==> src/rtl/decode_stage.sv <==
// decode_stage: RV32I decoder held in a single registered pipeline slot.
// Optional macro DECODE_ILLEGAL_EN: drive illegal=1 for undecodable words.
`ifndef DWORD_BITS
`define DWORD_BITS 64
`endif
`ifndef ALU_OP_BITS
`define ALU_OP_BITS 4
`endif
`ifndef ALU_ADD
`define ALU_ADD  4'd0
`define ALU_SUB  4'd1
`define ALU_SHL  4'd2
`define ALU_SLT  4'd3
`define ALU_SLTU 4'd4
`define ALU_XOR  4'd5
`define ALU_SHR  4'd6
`define ALU_SHA  4'd7
`define ALU_OR   4'd8
`define ALU_AND  4'd9
`define ALU_SRC2 4'd10
`endif

module decode_stage #(
    parameter int OP_SIZE = `DWORD_BITS
) (
    input  logic                    clk,
    input  logic                    rst,
    input  logic                    flush,
    input  logic                    in_valid,
    output logic                    in_ready,
    input  logic [31:0]             instr,
    input  logic [OP_SIZE-1:0]      pc,
    output logic                    out_valid,
    input  logic                    out_ready,
    output logic [`ALU_OP_BITS-1:0] alu_op,
    output logic                    src1_sel,
    output logic                    src2_sel,
    output logic [OP_SIZE-1:0]      imm,
    output logic [4:0]              rs1,
    output logic [4:0]              rs2,
    output logic [4:0]              rd,
    output logic                    reg_write,
    output logic                    is_branch,
    output logic                    illegal,
    output logic [OP_SIZE-1:0]      pc_out
);

    localparam logic [6:0] OPC_OP     = 7'b0110011;
    localparam logic [6:0] OPC_IMM    = 7'b0010011;
    localparam logic [6:0] OPC_LUI    = 7'b0110111;
    localparam logic [6:0] OPC_AUIPC  = 7'b0010111;
    localparam logic [6:0] OPC_LOAD   = 7'b0000011;
    localparam logic [6:0] OPC_STORE  = 7'b0100011;
    localparam logic [6:0] OPC_BRANCH = 7'b1100011;
    localparam logic [6:0] OPC_JAL    = 7'b1101111;
    localparam logic [6:0] OPC_JALR   = 7'b1100111;
    localparam logic [6:0] F7_ZERO    = 7'b0000000;
    localparam logic [6:0] F7_ALT     = 7'b0100000;

`ifdef DECODE_ILLEGAL_EN
    localparam logic ILL_FLAG = 1'b1;
`else
    localparam logic ILL_FLAG = 1'b0;
`endif

    typedef logic [`ALU_OP_BITS-1:0] alu_t;

    typedef struct packed {
        alu_t               alu_op;
        logic               src1_sel;
        logic               src2_sel;
        logic [OP_SIZE-1:0] imm;
        logic [4:0]         rs1;
        logic [4:0]         rs2;
        logic [4:0]         rd;
        logic               reg_write;
        logic               is_branch;
        logic               illegal;
        logic [OP_SIZE-1:0] pc;
    } bundle_t;

    function automatic alu_t f3_alu(input logic [2:0] f3);
        alu_t r;
        unique case (f3)
            3'b000:  r = `ALU_ADD;
            3'b001:  r = `ALU_SHL;
            3'b010:  r = `ALU_SLT;
            3'b011:  r = `ALU_SLTU;
            3'b100:  r = `ALU_XOR;
            3'b101:  r = `ALU_SHR;
            3'b110:  r = `ALU_OR;
            default: r = `ALU_AND;
        endcase
        return r;
    endfunction

    function automatic bundle_t reset_bundle();
        bundle_t b;
        b        = '0;
        b.alu_op = `ALU_ADD;
        return b;
    endfunction

    logic [6:0]         opcode;
    logic [6:0]         funct7;
    logic [2:0]         funct3;
    logic               is_op, is_imm, is_lui, is_auipc, is_load;
    logic               is_store, is_br, is_jal, is_jalr;
    logic [OP_SIZE-1:0] imm_i, imm_s, imm_b, imm_u, imm_j, imm_sh;

    alu_t               dec_alu;
    logic               dec_s1, dec_s2, dec_wr, dec_br, dec_ok;
    logic [OP_SIZE-1:0] dec_imm;
    bundle_t            dec_b;

    logic               valid_q, valid_d;
    bundle_t            bundle_q, bundle_d;

    assign opcode = instr[6:0];
    assign funct3 = instr[14:12];
    assign funct7 = instr[31:25];

    assign is_op    = (opcode == OPC_OP);
    assign is_imm   = (opcode == OPC_IMM);
    assign is_lui   = (opcode == OPC_LUI);
    assign is_auipc = (opcode == OPC_AUIPC);
    assign is_load  = (opcode == OPC_LOAD);
    assign is_store = (opcode == OPC_STORE);
    assign is_br    = (opcode == OPC_BRANCH);
    assign is_jal   = (opcode == OPC_JAL);
    assign is_jalr  = (opcode == OPC_JALR);

    // Shift-immediates carry only the shamt; funct7 is opcode space.
    assign imm_i  = OP_SIZE'($signed(instr[31:20]));
    assign imm_s  = OP_SIZE'($signed({instr[31:25], instr[11:7]}));
    assign imm_b  = OP_SIZE'($signed({instr[31], instr[7], instr[30:25],
                                      instr[11:8], 1'b0}));
    assign imm_u  = OP_SIZE'($signed({instr[31:12], 12'b0}));
    assign imm_j  = OP_SIZE'($signed({instr[31], instr[19:12], instr[20],
                                      instr[30:21], 1'b0}));
    assign imm_sh = OP_SIZE'(instr[24:20]);

    // Opcode/funct decode into control fields plus a legality flag.
    always_comb begin
        dec_alu = `ALU_ADD;
        dec_s1  = 1'b0;
        dec_s2  = 1'b0;
        dec_wr  = 1'b0;
        dec_br  = 1'b0;
        dec_ok  = 1'b0;
        dec_imm = '0;
        unique case (1'b1)
            is_op: begin
                dec_wr = 1'b1;
                if (funct7 == F7_ZERO) begin
                    dec_ok  = 1'b1;
                    dec_alu = f3_alu(funct3);
                end else if (funct7 == F7_ALT && funct3 == 3'b000) begin
                    dec_ok  = 1'b1;
                    dec_alu = `ALU_SUB;
                end else if (funct7 == F7_ALT && funct3 == 3'b101) begin
                    dec_ok  = 1'b1;
                    dec_alu = `ALU_SHA;
                end
            end
            is_imm: begin
                dec_wr  = 1'b1;
                dec_s2  = 1'b1;
                dec_imm = imm_i;
                dec_alu = f3_alu(funct3);
                dec_ok  = 1'b1;
                if (funct3 == 3'b001) begin
                    dec_imm = imm_sh;
                    dec_ok  = (funct7 == F7_ZERO);
                end else if (funct3 == 3'b101) begin
                    dec_imm = imm_sh;
                    dec_ok  = (funct7 == F7_ZERO) || (funct7 == F7_ALT);
                    if (funct7 == F7_ALT) begin
                        dec_alu = `ALU_SHA;
                    end
                end
            end
            is_lui: begin
                dec_ok  = 1'b1;
                dec_alu = `ALU_SRC2;
                dec_s2  = 1'b1;
                dec_wr  = 1'b1;
                dec_imm = imm_u;
            end
            is_auipc: begin
                dec_ok  = 1'b1;
                dec_s1  = 1'b1;
                dec_s2  = 1'b1;
                dec_wr  = 1'b1;
                dec_imm = imm_u;
            end
            is_load: begin
                dec_ok  = (funct3 != 3'b011) && (funct3 != 3'b110)
                       && (funct3 != 3'b111);
                dec_s2  = 1'b1;
                dec_wr  = 1'b1;
                dec_imm = imm_i;
            end
            is_store: begin
                dec_ok  = (funct3[2] == 1'b0) && (funct3 != 3'b011);
                dec_s2  = 1'b1;
                dec_imm = imm_s;
            end
            is_br: begin
                dec_ok  = (funct3[2:1] != 2'b01);
                dec_br  = 1'b1;
                dec_imm = imm_b;
                if (!funct3[2]) begin
                    dec_alu = `ALU_SUB;
                end else if (!funct3[1]) begin
                    dec_alu = `ALU_SLT;
                end else begin
                    dec_alu = `ALU_SLTU;
                end
            end
            is_jal: begin
                dec_ok  = 1'b1;
                dec_s1  = 1'b1;
                dec_s2  = 1'b1;
                dec_wr  = 1'b1;
                dec_imm = imm_j;
            end
            is_jalr: begin
                dec_ok  = (funct3 == 3'b000);
                dec_s2  = 1'b1;
                dec_wr  = 1'b1;
                dec_imm = imm_i;
            end
            default: begin
                dec_ok = 1'b0;
            end
        endcase
    end

    // Pack the bundle; undecodable words collapse to a NOP.
    always_comb begin
        dec_b           = '0;
        dec_b.alu_op    = dec_alu;
        dec_b.src1_sel  = dec_s1;
        dec_b.src2_sel  = dec_s2;
        dec_b.imm       = dec_imm;
        dec_b.rs1       = instr[19:15];
        dec_b.rs2       = instr[24:20];
        dec_b.rd        = instr[11:7];
        dec_b.reg_write = dec_wr && (instr[11:7] != 5'd0);
        dec_b.is_branch = dec_br;
        dec_b.illegal   = 1'b0;
        dec_b.pc        = pc;
        if (!dec_ok) begin
            dec_b.alu_op    = `ALU_ADD;
            dec_b.src1_sel  = 1'b0;
            dec_b.src2_sel  = 1'b0;
            dec_b.imm       = '0;
            dec_b.reg_write = 1'b0;
            dec_b.is_branch = 1'b0;
            dec_b.illegal   = ILL_FLAG;
        end
    end

    assign in_ready = !valid_q || out_ready;

    // Slot control: flush beats load, load beats drain.
    always_comb begin
        valid_d  = valid_q;
        bundle_d = bundle_q;
        if (flush) begin
            valid_d = 1'b0;
        end else if (in_valid && in_ready) begin
            valid_d  = 1'b1;
            bundle_d = dec_b;
        end else if (out_ready) begin
            valid_d = 1'b0;
        end
    end

    // Slot register with synchronous reset.
    always_ff @(posedge clk) begin
        if (rst) begin
            valid_q  <= 1'b0;
            bundle_q <= reset_bundle();
        end else begin
            valid_q  <= valid_d;
            bundle_q <= bundle_d;
        end
    end

    assign out_valid = valid_q;
    assign alu_op    = bundle_q.alu_op;
    assign src1_sel  = bundle_q.src1_sel;
    assign src2_sel  = bundle_q.src2_sel;
    assign imm       = bundle_q.imm;
    assign rs1       = bundle_q.rs1;
    assign rs2       = bundle_q.rs2;
    assign rd        = bundle_q.rd;
    assign reg_write = bundle_q.reg_write;
    assign is_branch = bundle_q.is_branch;
    assign illegal   = bundle_q.illegal;
    assign pc_out    = bundle_q.pc;

endmodule

==> config.mk <==
export PLATFORM = sky130hd
export DESIGN_NAME = decode_stage
export DESIGN_NICKNAME = d
export VERILOG_FILES = /design/src/rtl/decode_stage.sv
export SDC_FILE = /design/constraint.sdc
export NUM_CORES = 1
export LEC_CHECK = 0
export CELL_PAD_IN_SITES_DETAIL_PLACEMENT = 0
export CELL_PAD_IN_SITES_GLOBAL_PLACEMENT = 1
export CORE_UTILIZATION = 25
export CTS_CLUSTER_DIAMETER = 80
export DETAILED_ROUTE_END_ITERATION = 7
export MAX_ROUTING_LAYER = met4
export PLACE_DENSITY = 0.81
export SYNTH_ARGS = -nofsm -noshare
export SYNTH_HDL_FRONTEND = slang
export SYNTH_SLANG_ARGS = --single-unit
==> constraint.sdc <==
create_clock -name clk -period 1.8 [get_ports clk]
set_input_delay 0.36 -clock clk [delete_from_list [all_inputs] [get_ports clk]]
set_output_delay 0.36 -clock clk [all_outputs]
set_load 0.02 [all_outputs]
==> results of run 1 <==
==> power groups by stage <==
stage                     clock [mW]  combinational, mW  sequential [mW]
final                           3.57               1.00             2.78
after global routing            3.79               1.08             2.79
after CTS                       3.65               1.01             2.78
after detailed placement           0               1.01             2.84
after global placement             0               1.01             2.84
after floorplan                    0              0.303             2.95
==> layer usage <==
metal	vias to the layer above	track usage [%]
li1	2730	-
met1	2480	21.1
met2	182	27.2
met3	17	4.97
met4	0	5.83
met5	-	-
==> metrics by stage <==
step | util (%) | setup TNS, ns
2_1_floorplan | - | -0.498
5_1_grt | 44.5 | -0.00394
4_1_cts | 44.1 | 0
6_report | 44.5 | 0
3_5_place_dp | 40.9 | -33.14
3_3_place_gp | 40.9 | -32.79
==> what timing repair did <==
item	CTS	global route
resized for setup	63	25
buffers inserted	4	1
pin swaps	5	3
gates cloned	1	0
hold buffers	0	0
setup endpoints to repair	77	31
==> state kept, by name (all words and copies together), names as in the netlist <==
signal     count
rd             5
pc_out        64
rs2            5
imm           32
alu_op         4
out_valid      1
src1_sel       1
is_branch      1
reg_write      1
rs1            5
src2_sel       1
==> path summary, 6_finish.rpt <==
kind | cells after the start | from | endpoint | slack (ns)
worst max-delay path | 1 | imm[19] | imm[19] | 0.05
worst min-delay path | 2 | rst | is_branch | 0.24
worst max register to register | 8 | out_valid | imm[4] | 0.27
worst min register to register | 2 | imm[1] | imm[1] | 0.45
==> area by class of cell <==
| type | instances | share of cell area (%) |
|---|---|---|
| diodes | 2 | 0.0552 |
| clock buffers | 17 | 4.70 |
| clock inverters | 15 | 1.99 |
| inverters | 3 | 0.124 |
| multi-input cells | 454 | 26.3 |
| flip-flops and latches | 120 | 26.5 |
| well taps | 270 | 3.73 |
| repair buffers | 338 | 36.6 |
==> logic make-up (layout without fill, tap and decap cells) <==
logic type / count (synthesis) / after routing / share of synthesized area [%]
AND/OR/NAND/NOR: 273 / 273 / 22.6
AO/OA/AOI/OAI: 177 / 177 / 21.2
flip-flops: 120 / 120 / 45.9
buffers and inverters: 85 / 373 / 9.68
XOR/XNOR: 2 / 2 / 0.335
other: 1 / 3 / 0.0716
multiplexers: 1 / 1 / 0.191
==> cell usage in the layout (no fill, tap or decap), drive strengths merged, types with 4 or more instances in the layout <==
cell type,count
nor2b,5
nand2,212
nand2b,4
clkdlybuf4s50,178
or2,4
o21ai,43
buf,86
dlygate4sd2,51
clkbuf,17
a22oi,5
nor2,15
nor3,4
dfxtp,120
inv,13
a21oi,104
dlymetal6s2s,22
==> impl_results.md, run 1 <==
* Root buf cell: clkbuf_16
* Max_cap viols at 0
* Endpoints failing setup at 0
* Synthesized area at 5240 um2
* DRT antenna net count at 0
* Overflow after GRT at 0
* Worst-margin pin slew at 0.533 ns
* Yosys top cell area share at a little under half
* DP Worst Slack at -0.708 ns
* Worst path cell trace: clkdlybuf4s50_1
* CTS H-tree depth at 4
* Largest net degree at the start of global routing at 49
* First-pass GRT wire length at 28,000 um
* Crit path DAT at 1.39 ns
* HPWL after DPL at between 10,000 and 15,000 um
* Post-Layout Cell Count at 1,219
* Crit path max-delay family: buffers and inverters
* FP Rows at 52
* Post-DR wirelength/cell at 14.9 um
* Clock power share at approximately 49%
* Layout cells sized above 1 at 17.7%
* # fillers at between 2,000 and 2,500
* Core Region at 20,400 um2
* Seq/Total Area, Yosys at 45.9%
* Sw Share at 27.1%
* Post-synth top area cell: dfxtp_1
* Clk_skew at 0.00830 ns
* Critical path fanouts, max at 2
* Overall Global Routing Usage at about 17%
* Cell internal pwr at approximately 5.4 mW
* Setup WS post-layout at 0.0465 ns
* Status: finished, final reports clean
* Most common cell in the netlist: nand2_1
* Leak Pwr at 3.90 nW
* Antenna violations before repair at 2
* Minimum clock period at around 1.8 ns
* Area delta synth->final at 73.0%
* Initial detailed-routing violation count at 255
* CTS Buffer Depth at 2
* Worst hold margin at about 0.24 ns
* I/O Pins at 255
* FMAX at 0.570 GHz
* Crit. End Element: primary output
* Vias in the first global route at 5,093
* Top sig layer: met4
* Worst-path clk slew at 0.06 ns
* Most frequent cells after synthesis: 212 x nand2_1, 120 x dfxtp_1, 104 x a21oi_1
* Worst min path class: in2reg
* Combinational share of power at 13.6%
* Pre-antenna DRT Iters at 4
* Seq pwr share at a little under two fifths
* I/O Buffers at 253
* CTS tree: done
* Number of synthesized flops with an enable pin at 0
* Crit path required time at between 1 and 1.5 ns
* Multi-input gate area at approximately 2400 um2
* Crit path largest cell delay at 0.63 ns
* Unique masters post-synth at 60
* Net Count, Synth at 760
* Switching pwr at ~2 mW
* Vias per inst at 4.44
* Clock Latency Late Sink at approximately 0.43 ns
* Max-slew headroom at 64.5%
* Pwr/cell area at 812 nW/um2
* Num CTS Buffers at 17
* Fin nets at a little over 1,000
* Cells after Synth at 659
* Reg area at 2400 um2
* Commonest register cell after synthesis: dfxtp_1
* Remaining DRCs at 0
* VDD IR max at 0.557 mV
* Overall die width at 147 um
* Via Count at 5,409
* Top cells by area, synth: dfxtp_1 46%, nand2_1 15%, a21oi_1 9.9%
* Wire length on met2 at 8450 um
* DIE AREA at 21,500 um2
* Placed Area at ~8300 um2
* CTS Sinks at 120
* Syn Area/Cell at 7.95 um2
* Ys Warns at 0
* Tcrit/Tclk final at a little over nine tenths
* Routed WL at between 15,000 and 20,000 um
* Startpoint Class: flip-flop
* DRT met1 WL at 8240 um
* Worst setup path class: reg2out
* Final Cell Area at 9060 um2
* Routability cong. at between 0.8 and 0.9
* Total power at roughly 7.4 mW
* Final hold violation count at 0
* CP bufs+invs at 1
* Post-Place Cells at 1,180
* Yosys reg bits at 120
* Initial Utilization at about 26%
* Crit-path slowest cell: clkdlybuf4s50_1
* Slew Limit Fails at 0
* Fraction of registers with async set/reset at 0%
* Chip height at roughly 150 um
* Metal3 WL at 1170 um
Note: power is estimated with default switching activity, not from simulation.
==> run 2, diff against run 1 <==
- CAP_MARGIN: default -> 10
==> results of run 2 <==
Final layout, timing and power as in run 1 (identical DEF).
==> RTL edit, RTL diff (config.mk and constraints of run 2) <==
Add a define of `DECODE_ILLEGAL_EN`.
--- a/src/rtl/decode_stage.sv
+++ b/src/rtl/decode_stage.sv
@@ -1,5 +1,7 @@
 // decode_stage: RV32I decoder held in a single registered pipeline slot.
 // Optional macro DECODE_ILLEGAL_EN: drive illegal=1 for undecodable words.
+`define DECODE_ILLEGAL_EN
+
 `ifndef DWORD_BITS
 `define DWORD_BITS 64
 `endif
Function: changed (Yosys sat finds a counterexample within 4 cycles, from zero or initial values and one cycle with rst high).
==> RTL edit against run 2 <==
  * The run now ends with setup timing left
  * Utilization rose by 1.8 points
  * Sequential cell count rose by 1
  * Synthesized cell count fell by 1.5%
  * Power rose by 1.3%
  * Wire length rose by 0.14%
  * Setup slack got worse by 0.16 ns
  * Die area fell by 3.6%
  * Via count rose by 1.5%
  * Register-to-register slack got worse by 0.14 ns
  * Design area did not move
  * Area after synthesis fell by 3.7%
==> RTL edit: results (changes against run 2) <==
Timing
The worst hold margin is 0.266 ns (+0.0276 ns). The number of setup violations in the final report is 35 (+35). The worst setup slack after layout is -0.111 ns (-0.158 ns). The sum of negative setup slack is -2.33 ns (-2.33 ns).

Worst setup path
The arrival time reported for the critical path endpoint is 2.25 ns (+0.86 ns). The reg-to-reg setup timing slack is 0.13 ns (-0.14 ns).

Synth
The post-synthesis share of cell area spent on xor and xnor gates was 0.347% (+0.013 points). The count of unique library cells instantiated by Yosys is 51 (-15%). The area fraction in compound gates after synthesis came to 20.2% (-1.0 points). The number of nets produced by synthesis was 750 (-1.3%). The commonest cells after synthesis are nand2_1 (200), dfxtp_1 (121), a21oi_1 (105), clkbuf_1 (36), buf_4 (32).

The sequential cell area fraction in the yosys report came to 48.0% (+2.1 points). The post-synthesis instance total was 649 (-1.5%). The area share of fa/ha/maj cells after synthesis was 0.198% (+0.20 points).

In the post-synthesis netlist, the biggest area contributors are dfxtp_1 (48%), nand2_1 (15%), a21oi_1 (10%).

Drt
The routed wire length per instance was 15.0 um (+0.89%).

Placed design
The half-perimeter wire length after detailed placement was 13200 um (+0.29%). The placement-stage worst setup slack is -0.921 ns (-0.213 ns). The total of buffers placed on input and output ports was 254 (+0.40%).

Clock tree
The clock latency of the later-clocked register in the worst-skew pair is 0.40 ns (-0.03 ns).

Outcome
The flow ran to the end, but the final reports show violations. The checks that failed: setup timing.

GRT
The number of global-route vias before repair is 4968 (-2.5%).

Layout
The number of antenna repair diodes is 0 (-2). The share of final-layout standard cells stronger than drive strength 1 is 17.8% (+0.038 points).

Power
The cell leakage power is 3.63 nW (-7.0%). The clock share of power is 48.9% (+0.4 points).
## RTL edit: layout make-up
cell class	instances	area [um2]
clock buffers	22	464
clock inverters	10	166
fillers	1969	10500
inverters	5	18.8
multi-input cells	446	2380
flip-flops and latches	121	2420
well taps	265	332
repair buffers	341	3280
## RTL edit: worst paths after layout
check / startpoint / to / cells after the start
min: instr[27] / imm[7] / 3
max: instr[27] / imm[21] / 9
min reg2reg: imm[22] / imm[22] / 2
max reg2reg: out_valid / imm[6] / 7
## RTL edit: metal layers
layer	up-vias	wire [um]	share of wire, %	track usage, %
met5	-	0	0	-
met4	0	263	1.5	5.49
met1	2535	7960	44	21.8
met3	21	1400	7.7	5.03
met2	202	8510	47	27.1
li1	2734	-	-	-
## RTL edit: repair_timing
action | CTS | global route
gates cloned | 2 | 1
endpoints found under the setup margin | 76 | 46
pin swaps | 17 | 24
resized for setup | 85 | 35
setup buffers | 1 | 1
